==> src/rtl/alu_pkg.sv <==
// Shared types and constants for the 8-bit ALU and its adder.
package alu_pkg;

   localparam int DEFAULT_WIDTH = 8;

   localparam int FLAG_N = 3;
   localparam int FLAG_Z = 2;
   localparam int FLAG_C = 1;
   localparam int FLAG_V = 0;

   typedef enum logic [2:0] {
      OP_ADD = 3'b000,
      OP_ADC = 3'b001,
      OP_SUB = 3'b010,
      OP_SBC = 3'b011,
      OP_AND = 3'b100,
      OP_OR  = 3'b101,
      OP_XOR = 3'b110,
      OP_SHL = 3'b111
   } op_t;

endpackage

==> src/rtl/alu_adder.sv <==
// Ripple-free behavioural adder shared by all four arithmetic operations.
// Subtraction is built by the caller as A + ~B + carry, so this block only
// needs an optional inversion of B and a plain carry-in.
module alu_adder #(
   parameter int WIDTH = 8
) (
   input  logic [WIDTH-1:0] a_i,
   input  logic [WIDTH-1:0] b_i,
   input  logic             carry_i,
   input  logic             invert_b_i,
   output logic [WIDTH-1:0] sum_o,
   output logic             carry_o
);

   logic [WIDTH-1:0] bEff;
   logic [WIDTH:0]   total;

   // Form the effective B operand and the full-width sum including carry out.
   always_comb begin
      bEff  = invert_b_i ? ~b_i : b_i;
      total = {1'b0, a_i} + {1'b0, bEff} + {{WIDTH{1'b0}}, carry_i};
      sum_o   = total[WIDTH-1:0];
      carry_o = total[WIDTH];
   end

endmodule

==> src/rtl/alu.sv <==
// Combinational ALU with {N,Z,C,V} flags and a registered copy of its outputs.
module alu
   import alu_pkg::*;
#(
   parameter int WIDTH = DEFAULT_WIDTH
) (
   input  logic             clock,
   input  logic             reset,
   input  logic [WIDTH-1:0] A,
   input  logic [WIDTH-1:0] B,
   input  logic [2:0]       operation,
   input  logic [3:0]       flags_in,
   output logic [WIDTH-1:0] Z,
   output logic [3:0]       flags_out,
   output logic [WIDTH-1:0] Z_q,
   output logic [3:0]       flags_q
);

   op_t              opCode;
   logic             isSub;
   logic             adderCarryIn;
   logic [WIDTH-1:0] adderSum;
   logic             adderCarryOut;
   logic [WIDTH-1:0] zD;
   logic [3:0]       flagsD;

   assign opCode = op_t'(operation);

   // Select adder mode: subtraction inverts B and uses carry-in 1 minus the
   // incoming borrow, so SBC feeds the inverted C flag.
   always_comb begin
      isSub        = 1'b0;
      adderCarryIn = 1'b0;
      case (opCode)
         OP_ADC: adderCarryIn = flags_in[FLAG_C];
         OP_SUB: begin
            isSub        = 1'b1;
            adderCarryIn = 1'b1;
         end
         OP_SBC: begin
            isSub        = 1'b1;
            adderCarryIn = ~flags_in[FLAG_C];
         end
         default: begin
            isSub        = 1'b0;
            adderCarryIn = 1'b0;
         end
      endcase
   end

   alu_adder #(
      .WIDTH(WIDTH)
   ) u_adder (
      .a_i        (A),
      .b_i        (B),
      .carry_i    (adderCarryIn),
      .invert_b_i (isSub),
      .sum_o      (adderSum),
      .carry_o    (adderCarryOut)
   );

   // Result and flag generation; logic ops keep the incoming C and V.
   always_comb begin
      zD             = adderSum;
      flagsD         = flags_in;
      case (opCode)
         OP_ADD, OP_ADC: begin
            zD             = adderSum;
            flagsD[FLAG_C] = adderCarryOut;
            flagsD[FLAG_V] = (A[WIDTH-1] == B[WIDTH-1]) && (adderSum[WIDTH-1] != A[WIDTH-1]);
         end
         OP_SUB, OP_SBC: begin
            zD             = adderSum;
            flagsD[FLAG_C] = ~adderCarryOut;
            flagsD[FLAG_V] = (A[WIDTH-1] != B[WIDTH-1]) && (adderSum[WIDTH-1] != A[WIDTH-1]);
         end
         OP_AND: zD = A & B;
         OP_OR:  zD = A | B;
         OP_XOR: zD = A ^ B;
         OP_SHL: begin
            zD             = {A[WIDTH-2:0], 1'b0};
            flagsD[FLAG_C] = A[WIDTH-1];
            flagsD[FLAG_V] = A[WIDTH-1] ^ A[WIDTH-2];
         end
         default: zD = adderSum;
      endcase
      flagsD[FLAG_N] = zD[WIDTH-1];
      flagsD[FLAG_Z] = (zD == '0);
   end

   assign Z         = zD;
   assign flags_out = flagsD;

   // Pipeline register for downstream consumers; reset clears it.
   always_ff @(posedge clock) begin
      if (!reset) begin
         Z_q     <= '0;
         flags_q <= 4'h0;
      end else begin
         Z_q     <= zD;
         flags_q <= flagsD;
      end
   end

endmodule

==> config.mk <==
export PLATFORM = sky130hd
export DESIGN_NAME = alu
export DESIGN_NICKNAME = d
export VERILOG_FILES = /design/src/rtl/alu_pkg.sv /design/src/rtl/alu_adder.sv /design/src/rtl/alu.sv
export SDC_FILE = /design/constraint.sdc
export NUM_CORES = 1
export LEC_CHECK = 0
export ABC_AREA = 0
export BUFFER_PORTS_ARGS = -buffer_cell sky130_fd_sc_hd__buf_2
export CORE_MARGIN = 10
export CORE_UTILIZATION = 40
export CTS_BUF_LIST = sky130_fd_sc_hd__clkbuf_8
export DETAILED_ROUTE_END_ITERATION = 7
export GPL_ROUTABILITY_DRIVEN = 0
export HOLD_SLACK_MARGIN = 0.06
export PLACE_DENSITY = 0.66
export SYNTH_ARGS = -nofsm -noshare
export SYNTH_HDL_FRONTEND = slang
export SYNTH_SLANG_ARGS = --single-unit
==> constraint.sdc <==
create_clock -name clock -period 5.4 [get_ports clock]
set_clock_uncertainty 0.1 [all_clocks]
set_input_delay 0.54 -clock clock [delete_from_list [all_inputs] [get_ports clock]]
set_output_delay 0.54 -clock clock [all_outputs]
set_load 0.005 [all_outputs]
==> results of run 1 <==
==> power groups by stage <==
stage / clock network, mW / logic [mW] / registers (mW)
floorplan: 0 / 0.119 / 0.0959
global placement: 0 / 0.177 / 0.0939
detailed placement: 0 / 0.178 / 0.0940
CTS: 0.0802 / 0.179 / 0.0925
global route: 0.0855 / 0.200 / 0.0932
finish: 0.0768 / 0.176 / 0.0924
==> cells in the mapped netlist, drive strengths merged (2+ instances only) <==
cell | count | area (um^2)
inv | 25 | 93.8
ha | 23 | 288
nand2 | 14 | 52.6
xnor2 | 12 | 105
dfxtp | 11 | 220
and2 | 7 | 43.8
buf | 7 | 45.0
nor2 | 7 | 26.3
o21ai | 7 | 35.0
a21oi | 6 | 30.0
mux4 | 6 | 135
mux2i | 5 | 50.1
nand2b | 5 | 31.3
a21o | 4 | 30.0
nor3 | 4 | 20.0
a211oi | 3 | 27.5
xor2 | 3 | 26.3
fa | 2 | 40.0
nor4 | 2 | 18.8
o31ai | 2 | 20.0
==> layout make-up <==
cell class | count | area share, %
Clock buffer | 3 | 2.38
Clock inverter | 1 | 0.217
Inverter | 25 | 5.42
Multi-Input combinational cell | 123 | 62.2
Sequential cell | 11 | 12.7
Tap cell | 46 | 3.32
Timing Repair Buffer | 47 | 13.7
==> metal layers <==
metal | up-vias | routed length, um
li1 | 650 | -
met1 | 548 | 1490
met2 | 30 | 1460
met3 | 2 | 222
met4 | 0 | 34
met5 | - | 0
==> stage by stage <==
stage	std cells	utilization [%]	instance area [um^2]	power, mW	hold WS [ns]
4_1_cts	256	50.7	1730	0.352	0.516
6_report	256	50.7	1730	0.345	0.516
3_5_place_dp	252	49.4	1690	0.272	0.761
3_3_place_gp	252	49.4	1690	0.271	0.761
5_1_grt	256	50.7	1730	0.379	0.523
2_1_floorplan	167	-	1440	0.215	0.562
==> how the worst max path moves through the flow <==
| stage | from | to | slack (ns) | cells past startpoint |
|---|---|---|---|---|
| 2_1_floorplan | operation[1] | flags_out[2] | 1.37 | 13 |
| 3_5_place_dp | operation[1] | flags_out[2] | 1.26 | 12 |
| 4_1_cts | operation[1] | flags_out[2] | 1.25 | 12 |
| 6_report | operation[1] | flags_out[2] | 1.27 | 12 |
| 3_3_place_gp | operation[1] | flags_out[2] | 1.28 | 12 |
| 5_1_grt | operation[0] | flags_out[2] | 1.05 | 13 |
==> cells by family after synthesis <==
| logic type | Yosys count | share of synthesized area (%) |
|---|---|---|
| xor gates and xnor gates | 15 | 9.12 |
| muxes | 12 | 13.6 |
| and+or+nand+nor | 42 | 15.0 |
| DFF | 11 | 15.3 |
| AOI/OAI and AO/OA | 29 | 14.2 |
| buffers and inverters | 33 | 9.90 |
| adders and majority gates | 25 | 22.8 |
==> layout by cell type (no fill, tap or decap), types with 4 or more instances in the layout <==
cell type  count
nor2_1         7
o21ai_0        4
inv_1         26
and2_1         7
a21oi_1        6
nand2_1       14
nor3_1         4
nand2b_1       5
ha_1          23
xnor2_1       12
mux4_2         6
buf_2         46
mux2i_1        5
dfxtp_1       11
a21o_1         4
==> registers in the layout (all words and copies together), names as in the netlist <==
register and flops:
Z_q 8, flags_q 3
==> results_dict.tcl, run 1 <==
set metrics [dict create \
    outcome "finished, final reports clean" \
    cts_hold_buf 0 \
    postSynthAreaPerCell_um2 8.62 \
    cp_max_fo 15 \
    path_cells "buf_2 > nand2b_1 > xnor2_1 > fa_1 > fa_1 > nand2b_1 > a21oi_1 > xnor2_1 > o21ai_0 > or4_4 > nor4_1 > buf_2" \
    io_pins 49 \
    fillers 364 \
    p_sw_mw 0.121 \
    drt_iter0_markers 50 \
    first_pass_iters 4 \
    fin_crit_sh_pct 76.4 \
    cp_top_family "simple AND/OR/NAND/NOR gates" \
    synth_flop_cell "dfxtp_1" \
    post-cts-setup-buffer-count 0 \
    ys_seq_elements 11 \
    area_delta_synth_final_pct 20.2 \
    grt_max_degree 24 \
    whs_path_depth 2 \
    min_from "reset" \
    ys_types 39 \
    clock_tree.buffer_depth 2 \
    drc 0 \
    wl_um 3200 \
    regArea_um2 220 \
    grt_util_met1_pct 12.5 \
    drive_above_1_share_pct 29.5 \
    htree_levels 1 \
    fin_setup_tns_ns 0 \
    critical_path_buf_inv_count 2 \
    grt_use_met3_pct 2.03 \
    setup_viol 0 \
    multi_input_area_mm2 0.00108 \
    cts_tree "built" \
    vias 1230 \
    pwr-share-clk_pct 22.2 \
    p_per_area_mw_per_mm2 199 \
    die_w_um 80 \
    max_freq_mhz 242 \
    rsz0062_at_grt "no" \
    holdPathEnd "Z_q[5]$_SDFF_PN0_" \
    cts_buffers 3 \
    slowest_delay_ns 0.52 \
    netlist_area_mm2 0.00144 \
    via_per_inst 4.80 \
    worst_slew_pin_slew_ns 0.629 \
    dieHeight_um 80 \
    dieArea_mm2 0.00640 \
    ant_nets 0 \
    gr-total-overflow 0 \
    antenna_cells 0 \
    grt_pass1_vias 1209 \
    holdCritPathClass "in2reg" \
    cp-end-kind "output pin" \
    period_minus_slack_ns 4.13 \
    worstPathRequired_ns 4.76 \
    ys_seq_area_share_pct 15.3 \
    finalHoldViolCount 0 \
    rows 21 \
    power.internal_mw 0.224 \
    clock_sinks 11 \
    antenna_found_initial 0 \
    fin_ws_ns 1.27 \
    track_usage_pct 9.93 \
    syn_inst 167 \
    post-place-ws_ns 1.26 \
    grt_pass1_wl_um 5330 \
    synth-edff-count 0 \
    yosysWarnings 0 \
    peakVddDrop_mv 0.0575 \
    routedWlPerCell_um 12.5 \
    maxSlewHeadroom_pct 57.7 \
    clk_pin_slew_ns 0.04 \
    critPathKind "in2out" \
    grtUsageMet2_pct 16.1 \
    busiest_layer "met2" \
    cp.arrival_ns 3.49 \
    pwr-share-comb_pct 51.0 \
    layout.nets 261 \
    swShare_pct 35.2 \
    p_seq_share_pct 26.8 \
    cts_root_buf "clkbuf_8" \
    async_flop_share_pct 0 \
    maxSlewViolCount 0 \
    cp_slowest_cell "or4_4" \
    drv_cap 0 \
    synth_nets 217 \
    port_buffers 46 \
    initial_core_util_pct 42.2 \
    cts_resized 0 \
    dp_hpwl_um 2710 \
    critPathLaunchType "input port" \
    p_leak_nw 0.912 \
    core-area_mm2 0.00342 \
]
(Power assumes the default switching activity.)
==> run 2, diff against run 1 <==
==> constraint.sdc (replaced) <==
create_clock -name clock -period 3.9 [get_ports clock]
set_clock_uncertainty 0.1 [all_clocks]
set_input_delay 0.39 -clock clock [delete_from_list [all_inputs] [get_ports clock]]
set_output_delay 0.39 -clock clock [all_outputs]
set_load 0.005 [all_outputs]
==> results_dict.tcl, run 2 (same netlist as run 1, synthesis figures left out) <==
set metrics [dict create \
    cts_tree "built" \
    fin_setup_tns_ns 0 \
    grt_pass1_vias 1261 \
    holdCritPathClass "in2reg" \
    port_buffers 46 \
    post-place-ws_ns 0.240 \
    rows 21 \
    finalHoldViolCount 0 \
    p_leak_nw 0.931 \
    io_pins 49 \
    vias 1244 \
    worst_slew_pin_slew_ns 0.654 \
    via_per_inst 4.78 \
    post-cts-setup-buffer-count 0 \
    layout.nets 265 \
    p_per_area_mw_per_mm2 275 \
    maxSlewViolCount 0 \
    rsz0062_at_grt "no" \
    cp_top_family "simple AND/OR/NAND/NOR gates" \
    p_total_mw 0.484 \
    setup_viol 0 \
    largest_register_ffs 8 \
    dp_hpwl_um 2780 \
    cp-end-kind "output pin" \
    max_freq_mhz 275 \
    cp_max_fo 6 \
    dieHeight_um 80 \
    clock_tree.buffer_depth 2 \
    final_common_cell "buf_2" \
    critPathKind "in2out" \
    area_delta_synth_final_pct 22.3 \
    period_minus_slack_ns 3.64 \
    path_cells "buf_2 > nand2b_1 > xnor2_1 > fa_1 > fa_1 > nand2b_1 > a21oi_1 > xnor2_1 > o21ai_0 > or4_4 > nor4_1 > buf_2" \
    fin_crit_sh_pct 93.3 \
    antenna_cells 0 \
    cts_buffers 3 \
    drive_above_1_share_pct 30.8 \
    die_w_um 80 \
    gr-total-overflow 0 \
    peakVddDrop_mv 0.0722 \
    initial_core_util_pct 42.2 \
    core-area_mm2 0.00342 \
    largest_register "Z_q" \
    maxSlewHeadroom_pct 56.0 \
    slowest_delay_ns 0.51 \
    fin_ws_ns 0.259 \
    cp.arrival_ns 3.15 \
    grt_max_degree 19 \
    outcome "finished, final reports clean" \
    antenna_found_initial 0 \
    ant_nets 0 \
    clk_pin_slew_ns 0.04 \
    cts_root_buf "clkbuf_8" \
    largestRegisters "Z_q (8), flags_q (3)" \
    drc 0 \
    drt_iter0_markers 36 \
    track_usage_pct 10.1 \
    worstPathRequired_ns 3.41 \
    cts_resized 0 \
    cts_hold_buf 0 \
    first_pass_iters 4 \
    final_cell_mix "buf_2, inv_1, ha_1" \
    critical_path_buf_inv_count 2 \
    routedWlPerCell_um 12.2 \
    grt_pass1_wl_um 5430 \
    wl_um 3170 \
    holdWs_ns 0.356 \
    critPathLaunchType "input port" \
    clock_sinks 11 \
    htree_levels 1 \
    drv_cap 0 \
    cp_slowest_cell "or4_4" \
    dieArea_mm2 0.00640 \
]
-- run 2: cell count changes in the layout (fill, tap and decap cells not counted) --
cell / change
buf_4: +4
-- run 2: final timing paths --
| check | from | end | slack (ns) | cells after the start |
|---|---|---|---|---|
| worst max-delay path | operation[2] | flags_out[2] | 0.26 | 12 |
| worst min-delay path | reset | Z_q[2]$_SDFF_PN0_ | 0.36 | 2 |
-- run 2: power breakdown --
part / total [mW] / leakage (nW) / internal (mW) / switching [mW]
logic: 0.249 / 0.813 / 0.121 / 0.128
clock network: 0.107 / 0.0269 / 0.0687 / 0.0387
registers: 0.128 / 0.0912 / 0.125 / 0.00238
-- run 2: area by class of cell --
type                       count  area (um^2)
fill                         338         1650
multi-input combinational    123         1080
timing repair buffer          51          268
sequential                    11          220
inverter                      25         93.8
tap                           46         57.6
clock buffer                   3         41.3
clock inverter                 1         3.75
-- run 2: through the flow --
| stage | cells | utilization [%] | cell area (um^2) |
|---|---|---|---|
| 4_1_cts | 260 | 51.6 | 1760 |
| 2_1_floorplan | 167 | - | 1440 |
| 3_3_place_gp | 256 | 50.3 | 1720 |
| 6_report | 260 | 51.6 | 1760 |
| 3_5_place_dp | 256 | 50.3 | 1720 |
| 5_1_grt | 260 | 51.6 | 1760 |
-- run 2: metal layers --
layer / GRT usage, % / share of wire [%]
met5: 0 / 0
met2: 17.5 / 45
met3: 2.82 / 8.5
met4: 3.70 / 1.4
met1: 11.5 / 45
==> run 3, diff against run 2 <==
--- a/config.mk
+++ b/config.mk
@@ -7,7 +7,6 @@
 export LEC_CHECK = 0
 export ABC_AREA = 0
 export BUFFER_PORTS_ARGS = -buffer_cell sky130_fd_sc_hd__buf_2
-export CORE_MARGIN = 10
 export CORE_UTILIZATION = 40
 export CTS_BUF_LIST = sky130_fd_sc_hd__clkbuf_8
 export DETAILED_ROUTE_END_ITERATION = 7
==> constraint.sdc (replaced) <==
create_clock -name clock -period 3.9 [get_ports clock]
set_clock_uncertainty 0.1 [all_clocks]
set_input_delay 0.78 -clock clock [delete_from_list [all_inputs] [get_ports clock]]
set_output_delay 0.78 -clock clock [all_outputs]
set_load 0.005 [all_outputs]
==> results_dict.tcl, run 3 (same netlist as run 1, synthesis figures left out) <==
set metrics [dict create \
    outcome "finished, violations left" \
    violations "negative setup slack" \
    die_w_um 62 \
    final_common_cell "buf_2" \
    cp_max_fo 4 \
    pwr-share-clk_pct 18.1 \
    holdPathEnd "Z_q[5]$_SDFF_PN0_" \
    largest_register "Z_q" \
    max_freq_mhz 249 \
    layout.nets 295 \
    dp_hpwl_um 2510 \
    grt_max_degree 20 \
    drive_above_1_share_pct 45.9 \
    area_delta_synth_final_pct 49.6 \
    grt_pass1_vias 1251 \
    vias 1367 \
    dp_cells 280 \
    path_cells "buf_6 > xnor2_4 > nand2b_4 > fa_2 > fa_2 > nand2b_4 > a21oi_4 > xnor2_1 > o21ai_1 > or4_4 > nor4_4 > buf_2" \
    drc 0 \
    p_total_mw 0.577 \
    p_seq_share_pct 22.2 \
    cp_slowest_cell "or4_4" \
    io_pins 49 \
    swShare_pct 33.9 \
    cp-end-kind "output pin" \
    period_minus_slack_ns 4.01 \
    critPathKind "in2out" \
    dieArea_mm2 0.00384 \
    largestRegisters "Z_q (8), flags_q (3)" \
    drv_cap 0 \
    fin_crit_sh_pct 103 \
    cp.arrival_ns 3.13 \
    antenna_cells 0 \
    finalNonFillerCells 290 \
    track_usage_pct 18.1 \
    holdCritPathClass "in2reg" \
    p_per_area_mw_per_mm2 268 \
    drt_iter0_markers 29 \
    final_cell_mix "buf_2, buf_4, inv_1" \
    p_sw_mw 0.195 \
    whs_path_depth 2 \
    largest_register_ffs 8 \
    port_buffers 46 \
    fin_setup_tns_ns -0.114 \
    fillers 294 \
    finalHoldViolCount 0 \
    cts_root_buf "clkbuf_8" \
    htree_levels 1 \
    clock_tree.buffer_depth 2 \
    wl_um 3110 \
    fin_ws_ns -0.114 \
    via_per_inst 4.71 \
    final_util_pct 63.6 \
    maxSlewViolCount 0 \
    initial_core_util_pct 42.5 \
    cts_hold_buf 0 \
    core-area_mm2 0.00339 \
    cts_buffers 3 \
    worst_slew_pin_slew_ns 0.273 \
    setup_viol 1 \
    rsz0062_at_grt "yes" \
    clock_sinks 11 \
    cts_tree "built" \
    rows 21 \
    worstPathRequired_ns 3.02 \
    first_pass_iters 4 \
    post-place-ws_ns -0.242 \
    clk_pin_slew_ns 0.04 \
    pwr-share-comb_pct 59.7 \
    dieHeight_um 62 \
    min_from "reset" \
    antenna_found_initial 0 \
    power.internal_mw 0.381 \
    gr-total-overflow 0 \
    maxSlewHeadroom_pct 81.7 \
    routedWlPerCell_um 10.7 \
    grt_pass1_wl_um 5200 \
    slowest_delay_ns 0.44 \
    p_leak_nw 1.14 \
    critPathLaunchType "input port" \
    ant_nets 0 \
    peakVddDrop_mv 0.0864 \
    crit_start "operation[1]" \
]
[run 3: changes by cell type in the layout (fill, tap and decap cells not counted), moves of 3 or more]
| cell | before | now |
|---|---|---|
| buf_2 | 46 | 42 |
| buf_4 | 5 | 33 |
| buf_6 | 0 | 5 |
| nand2b_1 | 5 | 2 |
| nand2b_4 | 0 | 3 |
| xnor2_1 | 12 | 9 |
[run 3: critical path, delay by kind of cell]
family	cells	cell delay, ns
xor gates and xnor gates	2	0.32
buffers and inverters	2	0.27
adders and majority gates	2	0.72
AOI/OAI and AO/OA	2	0.25
and+or+nand+nor	4	0.81
[run 3: layer usage]
| layer | vias up | wire length [um] | global-route usage (%) |
|---|---|---|---|
| met5 | - | 0 | 0 |
| met2 | 38 | 1480 | 31.9 |
| met4 | 0 | 73 | 9.84 |
| li1 | 718 | - | - |
| met1 | 602 | 1450 | 21.9 |
| met3 | 9 | 110 | 1.04 |
[run 3: repair_timing]
item,CTS,global route
buffers inserted,4,2
resized for setup,18,10
pin swaps,7,6
endpoints found under the setup margin,3,6
[run 3: power by group through the flow]
stage | logic, mW | clock network (mW) | registers [mW]
floorplan | 0.174 | 0 | 0.133
global placement | 0.296 | 0 | 0.130
detailed placement | 0.299 | 0 | 0.130
CTS | 0.334 | 0.109 | 0.128
global route | 0.386 | 0.115 | 0.130
finish | 0.345 | 0.104 | 0.128
[run 3: final cells by class]
cell class	instances	area, um^2	area share, %
Multi-Input combinational cell	123	1210	56.1
Timing Repair Buffer	81	529	24.6
Sequential cell	11	220	10.2
Inverter	25	93.8	4.36
Tap cell	46	57.6	2.67
Clock buffer	3	41.3	1.92
Clock inverter	1	3.75	0.174
[run 3: stage by stage]
stage / area, um^2 / hold slack, ns
floorplan: 1480 / 0.802
global placement: 1920 / 0.985
detailed placement: 1920 / 0.989
CTS: 2100 / 0.743
global route: 2150 / 0.774
finish: 2150 / 0.750
[run 3: how the worst max path moves through the flow]
stage | to | slack, ns | cells past startpoint
after floorplan | flags_out[2] | -0.21 | 13
after global placement | flags_out[2] | -0.23 | 12
after detailed placement | flags_out[2] | -0.24 | 12
after CTS | flags_out[2] | -0.12 | 12
after global routing | flags_out[2] | -0.20 | 13
final | flags_out[2] | -0.11 | 12
